[config.mk]
export PLATFORM = sky130hd
export DESIGN_NAME = demo_slave_responder_flat
export DESIGN_NICKNAME = d
export VERILOG_FILES = /design/src/rtl/demo_slave_responder_if.sv /design/src/rtl/demo_slave_responder.sv /design/src/flat_wrapper.sv
export SDC_FILE = /design/constraint.sdc
export NUM_CORES = 1
export LEC_CHECK = 0
export CAP_MARGIN = 25
export CELL_PAD_IN_SITES_DETAIL_PLACEMENT = 2
export CELL_PAD_IN_SITES_GLOBAL_PLACEMENT = 2
export CORE_ASPECT_RATIO = 0.5
export CORE_UTILIZATION = 45
export CTS_BUF_LIST = sky130_fd_sc_hd__clkbuf_16
export CTS_CLUSTER_DIAMETER = 200
export DETAILED_ROUTE_END_ITERATION = 8
export PLACE_DENSITY = 0.86
export SLEW_MARGIN = 20
export SYNTH_ARGS = -nofsm -noshare
export SYNTH_HDL_FRONTEND = slang
export SYNTH_SLANG_ARGS = --single-unit
[constraint.sdc]
create_clock -name clk -period 2.7 [get_ports clk]
set_input_delay 0.54 -clock clk [delete_from_list [all_inputs] [get_ports clk]]
set_output_delay 0.54 -clock clk [all_outputs]
set_load 0.005 [all_outputs]
[src/rtl/demo_slave_responder_if.sv]
// Request/response bundle between a bus master and the demo slave responder.
// The master drives the request fields and the slave drives the handshake and response.
interface demo_slave_responder_if #(
    parameter int ADDR_WIDTH = 16,
    parameter int DATA_WIDTH = 8
);
    logic                  dev_valid;
    logic                  dev_mode;
    logic [ADDR_WIDTH-1:0] dev_addr;
    logic [DATA_WIDTH-1:0] dev_wdata;
    logic                  dev_ready;
    logic [DATA_WIDTH-1:0] dev_rdata;
    logic                  dev_rvalid;
    logic                  addr_err;

    modport master (
        output dev_valid, dev_mode, dev_addr, dev_wdata,
        input  dev_ready, dev_rdata, dev_rvalid, addr_err
    );

    modport slave (
        input  dev_valid, dev_mode, dev_addr, dev_wdata,
        output dev_ready, dev_rdata, dev_rvalid, addr_err
    );
endinterface

[src/rtl/demo_slave_responder.sv]
// Slave-side demo device: serves bus reads/writes from a local byte memory after a fixed
// number of wait states, with a read-only debug port and activity counters.
module demo_slave_responder #(
    parameter int ADDR_WIDTH     = 16,
    parameter int DATA_WIDTH     = 8,
    parameter int MEM_ADDR_WIDTH = 5,
    parameter int WAIT_CYCLES    = 2,
    parameter int CNT_WIDTH      = 8
) (
    input  logic                      clk,
    input  logic                      rst,
    demo_slave_responder_if.slave     bus,
    input  logic [MEM_ADDR_WIDTH-1:0] dbg_addr,
    output logic [DATA_WIDTH-1:0]     dbg_rdata,
    output logic [CNT_WIDTH-1:0]      wr_count,
    output logic [CNT_WIDTH-1:0]      rd_count
);
    localparam int WCW = (WAIT_CYCLES > 0) ? $clog2(WAIT_CYCLES + 1) : 1;
    localparam logic [WCW-1:0] WAIT_LAST = WCW'((WAIT_CYCLES > 0) ? WAIT_CYCLES - 1 : 0);

    typedef enum logic [1:0] {
        S_IDLE,
        S_WAIT,
        S_ACCESS,
        S_RESP
    } state_t;

    state_t                    state;
    logic [DATA_WIDTH-1:0]     mem [0:(2**MEM_ADDR_WIDTH)-1];
    logic                      mode_q;
    logic                      in_range_q;
    logic [MEM_ADDR_WIDTH-1:0] addr_q;
    logic [DATA_WIDTH-1:0]     wdata_q;
    logic [WCW-1:0]            wait_cnt;
    logic                      accept;
    logic                      addr_in_range;

    assign accept        = (state == S_IDLE) && bus.dev_valid && bus.dev_ready;
    assign addr_in_range = (bus.dev_addr[ADDR_WIDTH-1:MEM_ADDR_WIDTH] == '0);

    // Request fields are captured once at accept so later bus changes cannot disturb the
    // in-flight access; outputs are all registered and the error flag fires on leaving ACCESS.
    always_ff @(posedge clk or posedge rst) begin
        if (rst) begin
            state          <= S_IDLE;
            bus.dev_ready  <= 1'b1;
            bus.dev_rvalid <= 1'b0;
            bus.dev_rdata  <= '0;
            bus.addr_err   <= 1'b0;
            dbg_rdata      <= '0;
            wr_count       <= '0;
            rd_count       <= '0;
            wait_cnt       <= '0;
            mode_q         <= 1'b0;
            in_range_q     <= 1'b0;
            addr_q         <= '0;
            wdata_q        <= '0;
        end else begin
            dbg_rdata      <= mem[dbg_addr];
            bus.dev_rvalid <= 1'b0;
            bus.addr_err   <= 1'b0;
            case (state)
                S_IDLE: begin
                    if (accept) begin
                        mode_q        <= bus.dev_mode;
                        in_range_q    <= addr_in_range;
                        addr_q        <= bus.dev_addr[MEM_ADDR_WIDTH-1:0];
                        wdata_q       <= bus.dev_wdata;
                        wait_cnt      <= '0;
                        bus.dev_ready <= 1'b0;
                        state         <= (WAIT_CYCLES > 0) ? S_WAIT : S_ACCESS;
                    end
                end
                S_WAIT: begin
                    if (wait_cnt == WAIT_LAST) begin
                        state <= S_ACCESS;
                    end else begin
                        wait_cnt <= wait_cnt + 1'b1;
                    end
                end
                S_ACCESS: begin
                    bus.addr_err <= !in_range_q;
                    if (mode_q) begin
                        if (in_range_q) begin
                            wr_count <= wr_count + 1'b1;
                        end
                        bus.dev_ready <= 1'b1;
                        state         <= S_IDLE;
                    end else begin
                        bus.dev_rvalid <= 1'b1;
                        bus.dev_rdata  <= in_range_q ? mem[addr_q] : '0;
                        rd_count       <= rd_count + 1'b1;
                        state          <= S_RESP;
                    end
                end
                S_RESP: begin
                    bus.dev_ready <= 1'b1;
                    state         <= S_IDLE;
                end
                default: begin
                    bus.dev_ready <= 1'b1;
                    state         <= S_IDLE;
                end
            endcase
        end
    end

    // Memory contents survive reset; an access interrupted by reset never reaches this write.
    always_ff @(posedge clk) begin
        if (!rst && (state == S_ACCESS) && mode_q && in_range_q) begin
            mem[addr_q] <= wdata_q;
        end
    end
endmodule
[src/flat_wrapper.sv]
// flat-port wrapper written by rule: the top's interface ports become plain ports
module demo_slave_responder_flat 
#(
    parameter int ADDR_WIDTH     = 16,
    parameter int DATA_WIDTH     = 8,
    parameter int MEM_ADDR_WIDTH = 5,
    parameter int WAIT_CYCLES    = 2,
    parameter int CNT_WIDTH      = 8
)
  (clk, rst, dbg_addr, dbg_rdata, wr_count, rd_count, bus_dev_valid, bus_dev_mode, bus_dev_addr, bus_dev_wdata, bus_dev_ready, bus_dev_rdata, bus_dev_rvalid, bus_addr_err);
  demo_slave_responder_if #(.ADDR_WIDTH(ADDR_WIDTH), .DATA_WIDTH(DATA_WIDTH)) bus_i ();
  input  logic clk;
  input  logic rst;
  input  logic [MEM_ADDR_WIDTH-1:0] dbg_addr;
  output logic [DATA_WIDTH-1:0] dbg_rdata;
  output logic [CNT_WIDTH-1:0] wr_count;
  output logic [CNT_WIDTH-1:0] rd_count;
  input wire logic [$bits(bus_i.dev_valid)-1:0] bus_dev_valid;
  input wire logic [$bits(bus_i.dev_mode)-1:0] bus_dev_mode;
  input wire logic [$bits(bus_i.dev_addr)-1:0] bus_dev_addr;
  input wire logic [$bits(bus_i.dev_wdata)-1:0] bus_dev_wdata;
  output wire logic [$bits(bus_i.dev_ready)-1:0] bus_dev_ready;
  output wire logic [$bits(bus_i.dev_rdata)-1:0] bus_dev_rdata;
  output wire logic [$bits(bus_i.dev_rvalid)-1:0] bus_dev_rvalid;
  output wire logic [$bits(bus_i.addr_err)-1:0] bus_addr_err;
  assign bus_i.dev_valid = bus_dev_valid;
  assign bus_i.dev_mode = bus_dev_mode;
  assign bus_i.dev_addr = bus_dev_addr;
  assign bus_i.dev_wdata = bus_dev_wdata;
  assign bus_dev_ready = bus_i.dev_ready;
  assign bus_dev_rdata = bus_i.dev_rdata;
  assign bus_dev_rvalid = bus_i.dev_rvalid;
  assign bus_addr_err = bus_i.addr_err;
  demo_slave_responder #(.ADDR_WIDTH(ADDR_WIDTH), .DATA_WIDTH(DATA_WIDTH), .MEM_ADDR_WIDTH(MEM_ADDR_WIDTH), .WAIT_CYCLES(WAIT_CYCLES), .CNT_WIDTH(CNT_WIDTH)) u_core (.clk(clk), .rst(rst), .bus(bus_i), .dbg_addr(dbg_addr), .dbg_rdata(dbg_rdata), .wr_count(wr_count), .rd_count(rd_count));
endmodule
# Word-level counts from Yosys, hierarchy flattened
# Memories as Yosys holds them, arrays and structs flattened. A register that Yosys moved wholly into a read port is not among the register bits.
# Index checks and enable logic that the tools add are counted.
dict set report word_totals {
  regBits 46
  ram_bits 256
  inputBits 33
  out_inout_bits 35
  wordCells 58
  n_memories 1
}
dict set report classes {
  add_sub_neg 3
  eq_ne 8
  n_mux 16
  bitwise 1
  n_reduce_logical 17
}
# name words word_bits read_ports rd_clocked_by_memory_dff wr line
set memory_table {}
lappend memory_table {u_core.mem 32 8 2 1 1 demo_slave_responder.sv:29} ;# logic [DATA_WIDTH-1:0] mem [0:(2**MEM_ADDR_WIDTH)-1];
# op count
set ops {}
lappend ops {{8-bit by 1-bit adder with 8-bit output (second input constant)} 2}
lappend ops {{11-bit zero test} 1}
lappend ops {{2-bit two-way mux} 5}
lappend ops {{3-bit AND reduction} 3}
lappend ops {{8-bit two-way mux} 1}
lappend ops {{2-bit one-hot mux with 4 select lines} 1}
lappend ops {{1-bit two-way mux} 7}
lappend ops {{2-bit by 1-bit inequality test with 1-bit output (second input constant)} 3}
lappend ops {{2-bit AND reduction} 3}
lappend ops {{1-bit logical AND} 5}
lappend ops {{2-bit by 1-bit equality test with 1-bit output (second input constant)} 2}
lappend ops {{2-bit equality test (second input constant)} 2}
lappend ops {{2-bit one-hot mux with 2 select lines} 1}
lappend ops {{1-bit one-hot mux with 3 select lines} 1}
lappend ops {{3-bit nonzero test} 1}
lappend ops {{2-bit by 1-bit adder with 2-bit output (second input constant)} 1}
lappend ops {{1-bit zero test} 2}
lappend ops {{2-bit zero test} 1}
lappend ops {{2-bit inequality test (second input constant)} 1}
lappend ops {{2-bit nonzero test} 1}
lappend ops {{1-bit NOT} 1}

# Longest topological paths before layout
dict set report depth {
  ltp_word 6
  ltp_mapped 8
  ltp_nobuf 7
}

# Worst setup path after synthesis
# Ideal clock, no wire load.
dict set report synth_path {
  kind {reg-to-reg}
  startpoint {register u_core.addr_q[0]}
  endpoint {memory u_core.mem[24][0] (enable)}
  setup_ns 0.383
  arrival_ns 1.961
  t_required_ns 2.317
  slack_ns 0.355
  path_stages_with_launch 6
  path_buffers 3
  period_less_slack_ns 2.345
  cell_sequence {dfrtp_1 buf_2 buf_2 or4_1 clkbuf_1 nor3_1}
}
# element line
set synth_rtl {}
lappend synth_rtl {{from (decl)} demo_slave_responder.sv:32} ;# logic [MEM_ADDR_WIDTH-1:0] addr_q;
lappend synth_rtl {{from (signal assigned)} demo_slave_responder.sv:67} ;# addr_q <= bus.dev_addr[MEM_ADDR_WIDTH-1:0];
lappend synth_rtl {{to (decl)} demo_slave_responder.sv:29}
# No word-level cell before the write port.

# Final worst setup path
dict set report layout_path {
  startpoint {register u_core.addr_q[2]}
  endpoint {register u_core.bus.dev_rdata[3]}
}
dict set report layout_via {
  elab_chain_cells 2
}
# element line
set layout_lines {}
lappend layout_lines {{memory 32 x 8 bit} --}
lappend layout_lines {{8-bit two-way mux} demo_slave_responder.sv:91} ;# bus.dev_rdata <= in_range_q ? mem[addr_q] : '0;
lappend layout_lines {{to (signal assigned)} demo_slave_responder.sv:91}
lappend layout_lines {{to (decl)} demo_slave_responder_if.sv:23} ;# output dev_ready, dev_rdata, dev_rvalid, addr_err
# Every way passes these cells.
# A chain may end at the register's enable or synchronous reset.

==> results.md <==
- # DRC: 0
- Die Span Y: 127 um
- Post-layout nets: 1066
- First-pass DRT Iterations: 6
- Wire per inst: 41.6 um
- Synthesized flop and latch total: 310
- CTS tree: yes
- Post-synth EDFFs: 256
- Non-filler cells, final: 1475
- First-pass GRT wire length: 86.6 mm
- Initial drt markers: 1543
- Leak pwr: 6.03 nW
- Full die area: 32200 um^2
- Post-synth ARST share: 0.174
- Routed vias/inst: 7.08
- Worst Slack Setup Final: 0.00480 ns
- Total global-route track usage: 0.386
- Sw frac: 0.367
- Mapped cell area: 14200 um^2
- Share of power burned in registers: 0.414
- Fmax achieved: 371 MHz
- Root buffer cell: clkbuf_16
- Tcrit/Tclk final: 0.998
- Max IR drop VDD: 0.481 mV
- CTS clock-pin slew for the worst setup and hold paths: 0.08 ns
- Syn Area/Cell: 15.8 um^2
- Area Overhead vs Synth: 19.4%
- Critical Path AT: 3.17 ns
- Sequential-to-total area share from yosys stat: 0.638
- Total negative setup slack: 0 ns
- Final hold vios: 0
- GPL Wtd Cong: 0.971
- Total CTS buffers: 29
- # hold bufs at CTS: 0
- HP Class: in -> async
- Wirelength, routed: 61.4 mm
- Filler cells: 2664
- P_sw: 5.82 mW
- CP required: 3.17 ns
- Core Area: 30600 um^2
- Max-Cap Viols: 0
- DIE WIDTH: 253 um
- Initial Utilization: 0.462
- Area of the multi-input gates: 4810 um^2
- Kind of critical path: reg -> reg
- Syn Inst Count: 897
- Vias in the first global route: 10800
- Remaining antenna violation count: 0
- Crit start category: flip-flop
- Grt total ovfl: 0
- Placed Cells: 1417
- Htree depth: 1
- Min Clock Period, post-route: 2.70 ns
- # IOs: 68
- Max-slew violations: 0
- Clock power share: 0.272
- Layout cells sized above 1: 0.224
- Comb power frac: 0.314
- Clk sinks: 310
- Least-Margin Pin Slew: 0.920 ns
- YS warnings: 0
- Rows: 45
- Clock latency on the worst-skew pair: 0.60 ns
- Worst Setup End Kind: flip-flop
- CP max FO: 13
- Largest net degree at the start of global routing: 47
- FF+latch area: 9050 um^2
- Buffers added on ports: 67
- Hpwl dp: 38.3 mm
- Clock buffer depth: 3
- RSZ-0062 raised after global routing: false
- # setup viols final: 0
- Pwr/cell area: 938 nW/um^2
- Vias after detailed routing: 10400
- Primary FF master, synth: edfxtp_1
- Max_slew headroom: 0.386
- Syn nets: 933
- Status: finished, final reports clean
- Initial antenna violation count: 7
- Final clock skew: 0.0377 ns
- Pint: 10.1 mW
- Layout Utilization: 0.552
- Pre-CTS setup slack: -0.124 ns
- Yosys cell types: 45
metal layers:
| layer | GRT usage | wire length, um | up-vias |
|---|---|---|---|
| met5 | 0 | 33 | - |
| met2 | 0.611 | 27900 | 823 |
| met4 | 0.176 | 3320 | 4 |
| li1 | - | - | 3902 |
| met1 | 0.497 | 23400 | 5494 |
| met3 | 0.109 | 6700 | 226 |
cell type report:
class | instances | area share
Clock buffer | 30 | 0.0444
Sequential cell | 310 | 0.535
Clock inverter | 21 | 0.0101
Inverter | 7 | 0.00155
Antenna cell | 2 | 0.000296
Timing Repair Buffer | 167 | 0.0928
Tap cell | 423 | 0.0313
Multi-Input combinational cell | 515 | 0.285
cell usage in the layout, fill, tap and decap left out, types with 6 or more instances in the layout:
cell	n
edfxtp_1	256
mux2i_1	161
nand2_1	29
dfrtp_1	49
a22o_1	8
nor4_1	18
mux2_2	30
a221oi_1	21
buf_4	89
nor2_1	37
o22ai_1	64
mux4_2	48
or2_1	7
inv_1	9
o21ai_1	7
a31oi_1	7
clkdlybuf4s50_1	65
buf_12	12
nor3_1	6
xnor2_1	9
clkbuf_16	30
clkinv_1	8
per-stage QoR:
stage          power [mW]  cell area (um^2)  hold slack, ns
6_report             15.9             16900           0.312
3_5_place_dp         11.1             15900           0.465
2_1_floorplan        8.69             14200           0.432
3_3_place_gp         10.7             15900           0.455
5_1_grt              16.0             16900           0.300
4_1_cts              15.6             16900           0.308
timing repair:
| item | in CTS | in global routing |
|---|---|---|
| pin swaps | 1 | 1 |
| setup buffers | 3 | 2 |
| endpoints found under the setup margin | 35 | 16 |
| gates resized for setup | 3 | 4 |
cells by family after synthesis:
logic type | after synthesis | share of synthesized area
compound gates | 119 | 0.0585
xor+xnor | 14 | 0.00866
fa+ha+maj | 3 | 0.00265
buf+inv | 72 | 0.0236
flops | 310 | 0.638
mux | 239 | 0.214
simple gates | 140 | 0.0543
cell usage after synthesis (all sizes together) (3+ instances only):
library cell	n	area, um^2
nor4	18	113
a221oi	23	214
or2	7	43.8
or4b	4	40.0
a22o	8	70.1
mux4	48	1080
mux2	30	338
nand2	29	109
mux2i	161	1610
nor2b	3	18.8
o211ai	3	22.5
ha	3	37.5
nand4	4	25.0
nor3	6	30.0
nand3	6	30.0
o21ai	11	55.1
xor2	5	43.8
a31oi	7	43.8
edfxtp	256	7690
nor2	38	143
o22ai	64	400
nand4bb	6	67.6
clkbuf	31	116
inv	7	26.3
nand3b	5	37.5
nand4b	5	43.8
xnor2	9	78.8
dfrtp	53	1330
buf	34	191
power by group through the flow:
stage          clock network (mW)  logic [mW]  registers [mW]
3_5_place_dp                    0        4.54            6.57
3_3_place_gp                    0        4.25            6.49
4_1_cts                      4.29        4.79            6.52
5_1_grt                      4.45        5.02            6.54
6_report                     4.32        4.99            6.56
2_1_floorplan                   0        2.23            6.46
worst max-delay path, stage by stage (launching register included):
cell       delay, ns
dfrtp_1         0.55
buf_4           0.30
nand4bb_1       0.45
o22ai_1         0.24
nor4_1          0.42
buf_4           0.23
nand2_1         0.12
a22o_1          0.26
final timing paths:
path	start	endpoint	slack (ns)	cells after the start
setup / recovery	u_core.addr_q[2]$_DFFE_PP0P_	u_core.bus.dev_rdata[3]$_DFFE_PP0P_	0.005	7
hold / removal	rst	u_core.dbg_rdata[1]$_DFF_PP0_	0.31	2
setup reg to reg	u_core.addr_q[2]$_DFFE_PP0P_	u_core.bus.dev_rdata[3]$_DFFE_PP0P_	0.005	7
hold reg to reg	u_core.wr_count[7]$_DFFE_PP0P_	u_core.wr_count[7]$_DFFE_PP0P_	0.50	1
max in group asynchronous	rst	u_core.bus.dev_ready$_DFFE_PP1P_	1.76	3
min in group clk	u_core.wr_count[7]$_DFFE_PP0P_	u_core.wr_count[7]$_DFFE_PP0P_	0.50	1
state kept, by name (all words and copies together), names as in the netlist:
register               count
u_core.dbg_rdata           8
u_core.rd_count            8
u_core.bus.addr_err        1
u_core.in_range_q          1
u_core.mem               256
u_core.bus.dev_rvalid      1
u_core.wait_cnt            2
u_core.wr_count            8
u_core.bus.dev_rdata       8
u_core.mode_q              1
u_core.state               2
u_core.wdata_q             8
u_core.bus.dev_ready       1
u_core.addr_q              5
No activity file was read; power rests on OpenSTA's default activity.
